[config.mk]
export PLATFORM = sky130hd
export DESIGN_NAME = output_port_buffer
export DESIGN_NICKNAME = d
export VERILOG_FILES = /design/src/rtl/noc_pkg.sv /design/src/rtl/output_port_buffer_fifo.sv /design/src/rtl/output_port_buffer.sv
export SDC_FILE = /design/constraint.sdc
export NUM_CORES = 1
export LEC_CHECK = 0
export ABC_AREA = 1
export CAP_MARGIN = 25
export CORE_MARGIN = 5
export CORE_UTILIZATION = 48
export CTS_CLUSTER_DIAMETER = 120
export DETAILED_ROUTE_END_ITERATION = 10
export PLACE_DENSITY_LB_ADDON = 0.25
export SLEW_MARGIN = 20
export SYNTH_ARGS = -nofsm -noshare
export SYNTH_HDL_FRONTEND = slang
export SYNTH_HIERARCHICAL = 1
export SYNTH_SLANG_ARGS = --single-unit
[constraint.sdc]
create_clock -name clk -period 2.78 [get_ports clk]
set_input_delay 0.834 -clock clk [delete_from_list [all_inputs] [get_ports clk]]
set_output_delay 0.834 -clock clk [all_outputs]
set_load 0.01 [all_outputs]
[src/rtl/noc_pkg.sv]
// Shared NoC router definitions: port indices, flit type and the
// highest-index-wins one-hot picker used by the output buffers.
package noc_pkg;

    localparam int NUM_PORTS = 5;

    localparam int LOCAL = 0;
    localparam int NORTH = 1;
    localparam int EAST  = 2;
    localparam int SOUTH = 3;
    localparam int WEST  = 4;

    localparam int FLIT_W = 32;

    typedef logic [FLIT_W-1:0] flit_t;

    // Ascending scan so the highest set bit overwrites lower ones.
    function automatic logic [NUM_PORTS-1:0] pick_hi(
        input logic [NUM_PORTS-1:0] req
    );
        logic [NUM_PORTS-1:0] r;
        r = '0;
        for (int k = 0; k < NUM_PORTS; k++) begin
            if (req[k]) begin
                r    = '0;
                r[k] = 1'b1;
            end
        end
        return r;
    endfunction

endpackage

[src/rtl/output_port_buffer_fifo.sv]
// flit_fifo: circular flit storage with wrapping pointers, occupancy
// count and flags. Storage is not reset; empty masks stale entries.
module flit_fifo #(
    parameter int WIDTH = 32,
    parameter int DEPTH = 4,
    parameter int AW    = $clog2(DEPTH),
    parameter int CW    = $clog2(DEPTH) + 1
) (
    input  logic             clk,
    input  logic             rst_n,
    input  logic             push,
    input  logic [WIDTH-1:0] wr_data,
    input  logic             pop,
    output logic [WIDTH-1:0] rd_data,
    output logic [CW-1:0]    count,
    output logic             full,
    output logic             empty
);

    localparam logic [CW-1:0] FULL_CNT = CW'(DEPTH);

    logic [WIDTH-1:0] mem [DEPTH];
    logic [AW-1:0]    wr_ptr;
    logic [AW-1:0]    rd_ptr;

    // Flit storage write; contents deliberately left unreset.
    always_ff @(posedge clk) begin
        if (push) begin
            mem[wr_ptr] <= wr_data;
        end
    end

    // Pointers wrap naturally because DEPTH is a power of two.
    always_ff @(posedge clk or negedge rst_n) begin
        if (!rst_n) begin
            wr_ptr <= '0;
            rd_ptr <= '0;
        end else begin
            if (push) wr_ptr <= wr_ptr + 1'b1;
            if (pop)  rd_ptr <= rd_ptr + 1'b1;
        end
    end

    // Occupancy: net change only when exactly one of push/pop occurs.
    always_ff @(posedge clk or negedge rst_n) begin
        if (!rst_n) begin
            count <= '0;
        end else begin
            case ({push, pop})
                2'b10:   count <= count + 1'b1;
                2'b01:   count <= count - 1'b1;
                default: count <= count;
            endcase
        end
    end

    // Flags and head flit, zeroed while nothing is stored.
    always_comb begin
        full    = (count == FULL_CNT);
        empty   = (count == '0);
        rd_data = empty ? '0 : mem[rd_ptr];
    end

endmodule

[src/rtl/output_port_buffer.sv]
// Router output port buffer: one-hot source mux, ack and a flit FIFO.
// Optional same-cycle empty-buffer bypass: OUTPUT_BUFFER_BYPASS_EN.
module output_port_buffer
    import noc_pkg::*;
#(
    parameter int DATA_WIDTH = $bits(flit_t),
    parameter int DEPTH      = 4
) (
    input  logic                            clk,
    input  logic                            rst_n,
    input  logic [NUM_PORTS-1:0]            write_i,
    input  logic [NUM_PORTS*DATA_WIDTH-1:0] data_i,
    output logic [NUM_PORTS-1:0]            ack_o,
    output logic [DATA_WIDTH-1:0]           data_o,
    output logic                            valid_o,
    input  logic                            ready_i,
    output logic                            full_o,
    output logic                            empty_o,
    output logic [$clog2(DEPTH):0]          count_o
);

    logic [NUM_PORTS-1:0]  sel;
    logic [DATA_WIDTH-1:0] sel_data;
    logic [DATA_WIDTH-1:0] head;
    logic                  req;
    logic                  pop;
    logic                  push;
    logic                  fifo_push;
    logic                  bypass;

    // Pick the granted source and route its flit.
    always_comb begin
        sel      = pick_hi(write_i);
        sel_data = '0;
        for (int k = 0; k < NUM_PORTS; k++) begin
            if (sel[k]) begin
                sel_data = data_i[k*DATA_WIDTH +: DATA_WIDTH];
            end
        end
    end

`ifdef OUTPUT_BUFFER_BYPASS_EN
    // Empty buffer with a ready link: flit passes straight through.
    always_comb begin
        req       = rst_n && (write_i != '0);
        bypass    = req && empty_o && ready_i;
        valid_o   = !empty_o || bypass;
        data_o    = bypass ? sel_data : head;
        pop       = !empty_o && ready_i;
        push      = req && (!full_o || pop);
        fifo_push = push && !bypass;
        ack_o     = (push || bypass) ? sel : '0;
    end
`else
    // Stored path only; a flit is always registered before leaving.
    always_comb begin
        req       = rst_n && (write_i != '0);
        bypass    = 1'b0;
        valid_o   = !empty_o;
        data_o    = head;
        pop       = valid_o && ready_i;
        push      = req && (!full_o || pop);
        fifo_push = push;
        ack_o     = push ? sel : '0;
    end
`endif

    flit_fifo #(
        .WIDTH (DATA_WIDTH),
        .DEPTH (DEPTH)
    ) u_fifo (
        .clk     (clk),
        .rst_n   (rst_n),
        .push    (fifo_push),
        .wr_data (sel_data),
        .pop     (pop),
        .rd_data (head),
        .count   (count_o),
        .full    (full_o),
        .empty   (empty_o)
    );

endmodule
==> metrics list, run 1 <==
* Family of cells with the greatest summed delay on the critical path: buffers and inverters
- Floorplan core area: 0.0146 mm2
* Area of the mapped netlist: ~0.0072 mm2
- Max Transition Viols Final: 0
- Routability-driven placement finished with a final weighted congestion of between 0.7 and 0.8.
- During placement, the flow inserted port buffers numbering 210.
* Top cells by area in the synthesized netlist: edfxtp_1 53%, nand2_1 16%, inv_1 9.3%
* Global route total overflow: 0
* CTS Hold Buffers Added: 0
- Number of buffers created by CTS: 17
- The tool flagged a number of max-cap violations equal to 0.
- For this run, asynchronously set or reset flops after synthesis account for 0.0519.
- The first detailed-routing pass ran for 5 iterations.
- Clock Pin Slew Worst Setup and Hold Paths: 60 ps
* Placed inst area: about 0.0097 mm2
- On the final layout, the worst hold slack is 513 ps.
- At the worst endpoint, the arrival time is ~1900 ps.
* Number of inserted diodes: 0
- WP buf/inv: 4
- The clock passes through at most 2 buffers.
- Adder-cell share of the synthesized area: 0.0114
* Most used flip-flop cell after synthesis: edfxtp_1
- Share of final-layout standard cells stronger than drive strength 1: 0.0960
* Highest Clock Rate: 365 MHz
- Worst-Skew Late Latency: 410 ps
* Multiplexer share of the synthesized area: 0
- The detailed router finished its first iteration with 411 violations.
- Largest area contributor in the netlist: edfxtp_1
- The root buffer cell chosen for the clock tree is clkbuf_16.
- CTS built an H-tree with a depth of 4.
- Traced cell by cell, the critical path runs through nor3_4 -> buf_4 -> buf_12 -> inv_1 -> clkdlybuf4s50_1.
- Wire length of the first global-routing pass: 32700 um
* Worst Tran Pin Value: 430 ps
- Number of nets in the layout: 1265
- EDFF count, synth: roughly 130
- Commonest non-fill, non-tap cell in the layout: nand2_1
- Critical setup path kind: flip-flop to output pin
* Xor/xnor share of the synthesized area: 0.00484
- Yosys mapped the design onto 23 distinct sky130hd cell types.
- The initialized floorplan defines 44 standard-cell rows.
* Delay of the slowest cell on the worst path: 470 ps
- Fraction of the mapped netlist area in compound gates: 0.0242
* Worst slew margin: 0.713
- During I/O placement, the number of pins put on the boundary was 211.
* Worst Clk Skew: 9.91 ps
- Dividing total power by cell area gives a power density of approximately 860 mW/mm2.
- Antenna violations before repair: 0
- Number of synthesized register bits: 135
- A synthesized cell averages 8.42 um2.
- Tot GR Track Use: 0.233
* Pin count of the biggest net entering global routing: 47
- Die Outline Area: 0.0176 mm2
- After detailed routing, the number of vias per cell comes to about 5.
* Share of the synthesized area in the top cell type: 0.531
- Warning count from the yosys run: 6
- The number of cells on the worst reg-to-reg path is 16.
- TritonCTS built the clock tree.
- Maximum ir drop on the vdd rail: between 600 and 700 uV
* Crit path capture type: output pin
- Finished Cell Area: 0.0104 mm2
- Summed over all layers, the routed wires come to 20700 um.
* Crit-path max FO: 18
- Setup violations remaining at the end of the flow were counted as 0.
- The worst hold path belongs to the class primary input to async pin.
* Number of design rule violations left after detail routing: 0
- In this run the remaining antenna-violating nets after routing total 0.
- Portion of the clock cycle consumed by the worst path in the final layout: 0.985
- LEAKAGE: about 0.0047 uW
- Dividing the detail-routed wire length by the instance count gives around 16 um.
- Half-perimeter wire length of the detailed placement result: 13400 um
- Synthesized net count: 1033
* Die outline width: 133 um
* Overall die height: 133 um
- Commonest cells after routing, fill and taps aside: 299 x nand2_1, 179 x inv_1, 165 x clkdlybuf4s50_1
- For this design, the sink count on the clock tree is between 100 and 150.
- Final critical delay including setup and external delays: 2740 ps
- The design draws between 8000 and 9000 uW.
* Total number of cells along the worst setup path: 5
* Initial core utilization: 0.494
- Post-synthesis share of cell area spent on and, or, nand and nor gates: 0.273
- Master of the slowest instance on the critical path: clkdlybuf4s50_1
- Required @ worst endpoint: 1950 ps
- Final hold violations: 0
- Synthesis handed over a netlist of approximately 860 instances.
- CP Launch Type: flip-flop
* Number of vias in the routed layout: 6426
- Result of the run: complete, no violations
- The number of global-route vias before repair is 6647.
* Share of the yosys chip area belonging to registers: 0.555
- Fin util: 0.711
* Dominant combinational cell family by area after synthesis: simple AND/OR/NAND/NOR gates
- Layout-stage area growth over the synthesis result: 44.0%
-- logic make-up (layout without fill, tap and decap cells) --
family / Yosys count / after routing
adder cells (fa/ha/maj): 6 / 6
AND/OR/NAND/NOR: 448 / 448
XOR/XNOR: 4 / 4
AO/OA/AOI/OAI: 35 / 35
flip-flops: 135 / 135
buffers and inverters: 231 / 476
-- repair_timing --
item	4_1_cts	5_1_grt
buffers inserted	13	1
pin swaps	5	1
gates cloned	1	0
endpoints found under the setup margin	39	24
resized for setup	53	19
-- through the flow --
step | setup WS [ps] | TNS [ps] | cells
2_1_floorplan | 180 | 0 | 859
5_1_grt | -2.95 | -2.95 | 1288
6_report | 41.5 | 0 | 1288
4_1_cts | 4.98 | 0 | 1287
3_3_place_gp | -515 | -2680 | 1241
3_5_place_dp | -558 | -3020 | 1241
-- report_power, final --
| part | switching [uW] | internal [uW] |
|---|---|---|
| logic | 2220 | 1620 |
| clock network | 841 | 1420 |
| registers | 159 | 2730 |
| total | 3220 | 5760 |
-- worst reg2reg max path, delay by kind of cell, from the launching register on --
| kind | cells | cell delay (ps) |
|---|---|---|
| adder cells (fa/ha/maj) | 2 | 500 |
| flip-flops | 1 | 440 |
| AND/OR/NAND/NOR | 6 | 570 |
| AO/OA/AOI/OAI | 1 | 70 |
| buffers and inverters | 7 | 780 |
-- cell type report --
| type | instances | area (um2) |
|---|---|---|
| clock inverter | 13 | 171 |
| clock buffer | 19 | 433 |
| multi-input combinational | 493 | 2290 |
| inverter | 184 | 691 |
| sequential | 135 | 4020 |
| tap | 184 | 230 |
| fill | 1084 | 4230 |
| timing repair buffer | 260 | 2570 |
-- synthesized netlist by cell type, drive strengths merged, types with 3 or more instances --
cell type  count
xor2           3
a21oi         32
nor2          12
nand3         67
edfxtp       128
inv          184
nand2        301
clkbuf        13
nand4         64
dfrtp          7
o21ai          3
ha             5
buf           34
nor3           3
-- worst paths after layout --
| path | start | to | slack [ps] |
|---|---|---|---|
| worst max register to register | u_fifo/count[1] | u_fifo/count[2] | 300 |
| min in group clk | u_fifo/wr_ptr[0] | u_fifo/wr_ptr[0] | 540 |
| worst max-delay path | u_fifo/count[1] | valid_o | 40 |
| worst min-delay path | rst_n | u_fifo/count[0] | 510 |
| worst min register to register | u_fifo/wr_ptr[0] | u_fifo/wr_ptr[0] | 540 |
| max in group asynchronous | rst_n | u_fifo/rd_ptr[0] | 2120 |
-- flip-flops by register name, summed over array words and instances (netlist names) --
name           cells
u_fifo/count       3
u_fifo/mem       128
u_fifo/wr_ptr      2
u_fifo/rd_ptr      2
-- routing by layer --
layer | GRT usage | vias up | wire (um)
li1 | - | 3203 | -
met1 | 0.280 | 2967 | 8630
met2 | 0.414 | 221 | 10500
met3 | 0.0513 | 35 | 1160
met4 | 0.0820 | 0 | 418
met5 | 0 | - | 0
No activity file was read; power rests on OpenSTA's default activity.
==> inputs of run 2 (changes only) <==
Settings changed: CELL_PAD_IN_SITES_DETAIL_PLACEMENT set to 2, CELL_PAD_IN_SITES_GLOBAL_PLACEMENT set to 2, CORE_UTILIZATION 48 to 27.
==> run 2 against run 1 <==
Routed wire length is 31% higher; power is 4.7% higher; non-clock buffer count is 2 higher; clock-buffer cell count is 1 higher; global-route usage is 5.2 points lower; clock power is 2% higher; first-iteration DRC count is 52% lower; maximum frequency is 0.44% lower; register-to-register slack worse by 160 ps; critical endpoint is now data_o[0]; largest cell class unchanged.
==> metrics list, run 2 (same netlist as run 1, synthesis figures left out) <==
* Port buffer count: 210
- On the final layout, the worst clock skew is 7.96 ps.
- Broken down by cell family, the worst path's largest delay share belongs to buffers and inverters.
- Counting the fill cells in the layout gives roughly 3000.
- For this block, the routed nets add up to 27200 um of wire.
- Worst reg2reg endpoint: u_fifo/count[2]
- Dividing the final minimum period by the clock period gives 0.989.
* Crit-path max FO: 17
- No sink is reached through more buffers than the 2 on the longest clock path.
- Entering global routing, the biggest net connects 34 pins.
- TritonCTS created 17 clock buffers.
- Worst slew margin: 0.702
* WP buf/inv: 2
- The clock reaches the later pin of the worst-skew pair after 410 ps.
- The worst register-to-register path begins at u_fifo/count[1].
* Pwr Density: 879 mW/mm2
* Initial core utilization: 0.272
* Final setup violating endpoints: 0
- Across the run, the number of max-cap violations was 0.
* LEAKAGE: 0.00474 uW
* Number of inserted diodes: 0
* Layout-stage area growth over the synthesis result: 47.8%
* 1st-iter DRT viols: 197
- The register with the most flip-flops in the final layout is u_fifo/mem.
* Tot GR Track Use: 0.182
* Maximum ir drop on the vdd rail: about 400 uV
- Half-perimeter wire length of the detailed placement result: between 15000 and 20000 um
- Overall die height: 174 um
- Dividing the detail-routed via count by the number of cells gives 4.59.
- Counting instances, the worst hold path has a depth of 1.
- Global route total overflow: 0
- The path with the worst hold slack has its endpoint at u_fifo/wr_ptr[0].
* Fin util: 0.401
- TritonCTS built the clock tree.
- The initial antenna violation count is 0.
- CTS Hold Buffers Added: 0
- In this run the remaining antenna-violating nets after routing total 0.
* CP Launch Type: flip-flop
* Die Outline Area: about 0.030 mm2
* Root buffer selected by CTS: clkbuf_16
* Master of the slowest instance on the critical path: dfrtp_2
* Critical setup path kind: flip-flop to output pin
- Dividing the detail-routed wire length by the instance count gives ~19 um.
- Static timing analysis puts the maximum clock frequency at 364 MHz.
- Setup slack, reg-to-reg: 140 ps
- Clock Pin Slew Worst Setup and Hold Paths: 60 ps
- Leaving out fill and tap cells, the most frequent cell in the layout is nand2_1.
* Wire length of the first global-routing pass: 42800 um
* Registers with the most flip-flops: u_fifo/mem x128, u_fifo/count x3
- The number of global-route vias before repair is 7389.
- Clock tree sinks: about 140
- In this run the core area contains 60 standard-cell rows.
- The worst path in the final design needs a cycle of 2750 ps, including I/O delays and setup.
- Max Transition Viols Final: 0
- The first TritonRoute pass finished after 4 iterations.
- During I/O placement, the number of pins put on the boundary was 211.
- Floorplan core area: 0.0267 mm2
* Required @ worst endpoint: a little under 2000 ps
- Result of the run: complete, no violations
- GPL Wtd Cong: approximately 0.76
* Setup_tns: 0 ps
* Class of the worst hold path: flip-flop to flip-flop
- The register with the most flip-flops in the layout has 128 of them.
* Number of nets in the layout: 1267
* Commonest cells after routing, fill and taps aside: 300 x nand2_1, 174 x inv_1, 164 x clkdlybuf4s50_1
* Delay of the slowest cell on the worst path: between 400 and 500 ps
* Share of final-layout standard cells stronger than drive strength 1: 0.108
* Number of vias in the routed layout: around 6600
* Post-Route Hold Slack: 534 ps
- Setup repair after global routing could not meet its margin everywhere.
- The worst hold path begins at u_fifo/wr_ptr[0].
- Die outline width: ~170 um
* Worst endpoint data arrival time: 1920 ps
- Crit path capture type: output pin
- Number of design rule violations left after detail routing: 0
- Number of cells traversed by the worst register-to-register path: 16
- Critical path, cell by cell: nor3_4 -> bufbuf_16 -> a21oi_1 -> dlygate4sd2_1
- In this run the number of H-tree levels came out at 4.
* Worst Tran Pin Value: 447 ps
- Final hold violations: 0
[run 2: final cells by class]
type	instances	area (um2)	area share
flip-flops and latches	135	4020	0.376
repair buffers	262	2630	0.245
multi-input cells	493	2320	0.217
inverters	184	696	0.0650
clock buffers	20	437	0.0408
well taps	341	427	0.0399
clock inverters	12	165	0.0154
[run 2: how the worst max path moves through the flow]
stage / start / to / slack, ps / cells past startpoint
final: u_fifo/count[1] / data_o[0] / 30 / 4
after global routing: u_fifo/count[1] / ack_o[3] / -40 / 9
after floorplan: write_i[4] / u_fifo/mem[3][0] / 180 / 8
after detailed placement: ready_i / ack_o[4] / -710 / 8
after global placement: ready_i / ack_o[3] / -570 / 8
after CTS: u_fifo/count[0] / data_o[23] / -110 / 4
[run 2: repair_timing]
item	4_1_cts	5_1_grt
cloned	1	0
endpoints found under the setup margin	39	20
setup buffers	7	5
gates resized for setup	79	11
endpoints found under the hold margin	0	0
pin swaps	6	3
[run 2: report_power, final]
part	switching, uW	internal (uW)	total (uW)
clock network	878	1430	2310
registers	165	2730	2890
logic	2440	1760	4210
total	3480	5920	9400
[run 2: worst register-to-register path, cell delays in order (launching register included)]
cell,delay [ps]
dfrtp_2,440
nor3_4,280
buf_6,150
buf_4,100
o21ai_2,60
nand2_2,140
nor2_4,50
buf_4,130
buf_4,160
inv_1,60
ha_1,180
inv_1,80
fa_1,380
nand2_1,110
nand3_1,100
nand2_1,80
nand2_1,50
[run 2: routing by layer]
layer | GRT usage | wire length, um | vias to the layer above | part of all wire
li1 | - | - | 3213 | -
met1 | 0.226 | 11800 | 3237 | 0.44
met2 | 0.319 | 13500 | 170 | 0.50
met3 | 0.0482 | 1570 | 15 | 0.058
met4 | 0.0396 | 252 | 0 | 0.0093
met5 | 0 | 0 | - | 0
[run 2: stage by stage]
step           total power, uW  instance area [um2]  worst slack (ps)  cells
2_1_floorplan             4870                 7240               180    859
3_3_place_gp              7060                 9970              -573   1402
3_5_place_dp              7180                 9970              -713   1402
4_1_cts                   9470                10700              -113   1442
5_1_grt                  10000                10700             -36.6   1447
6_report                  9400                10700              29.4   1447
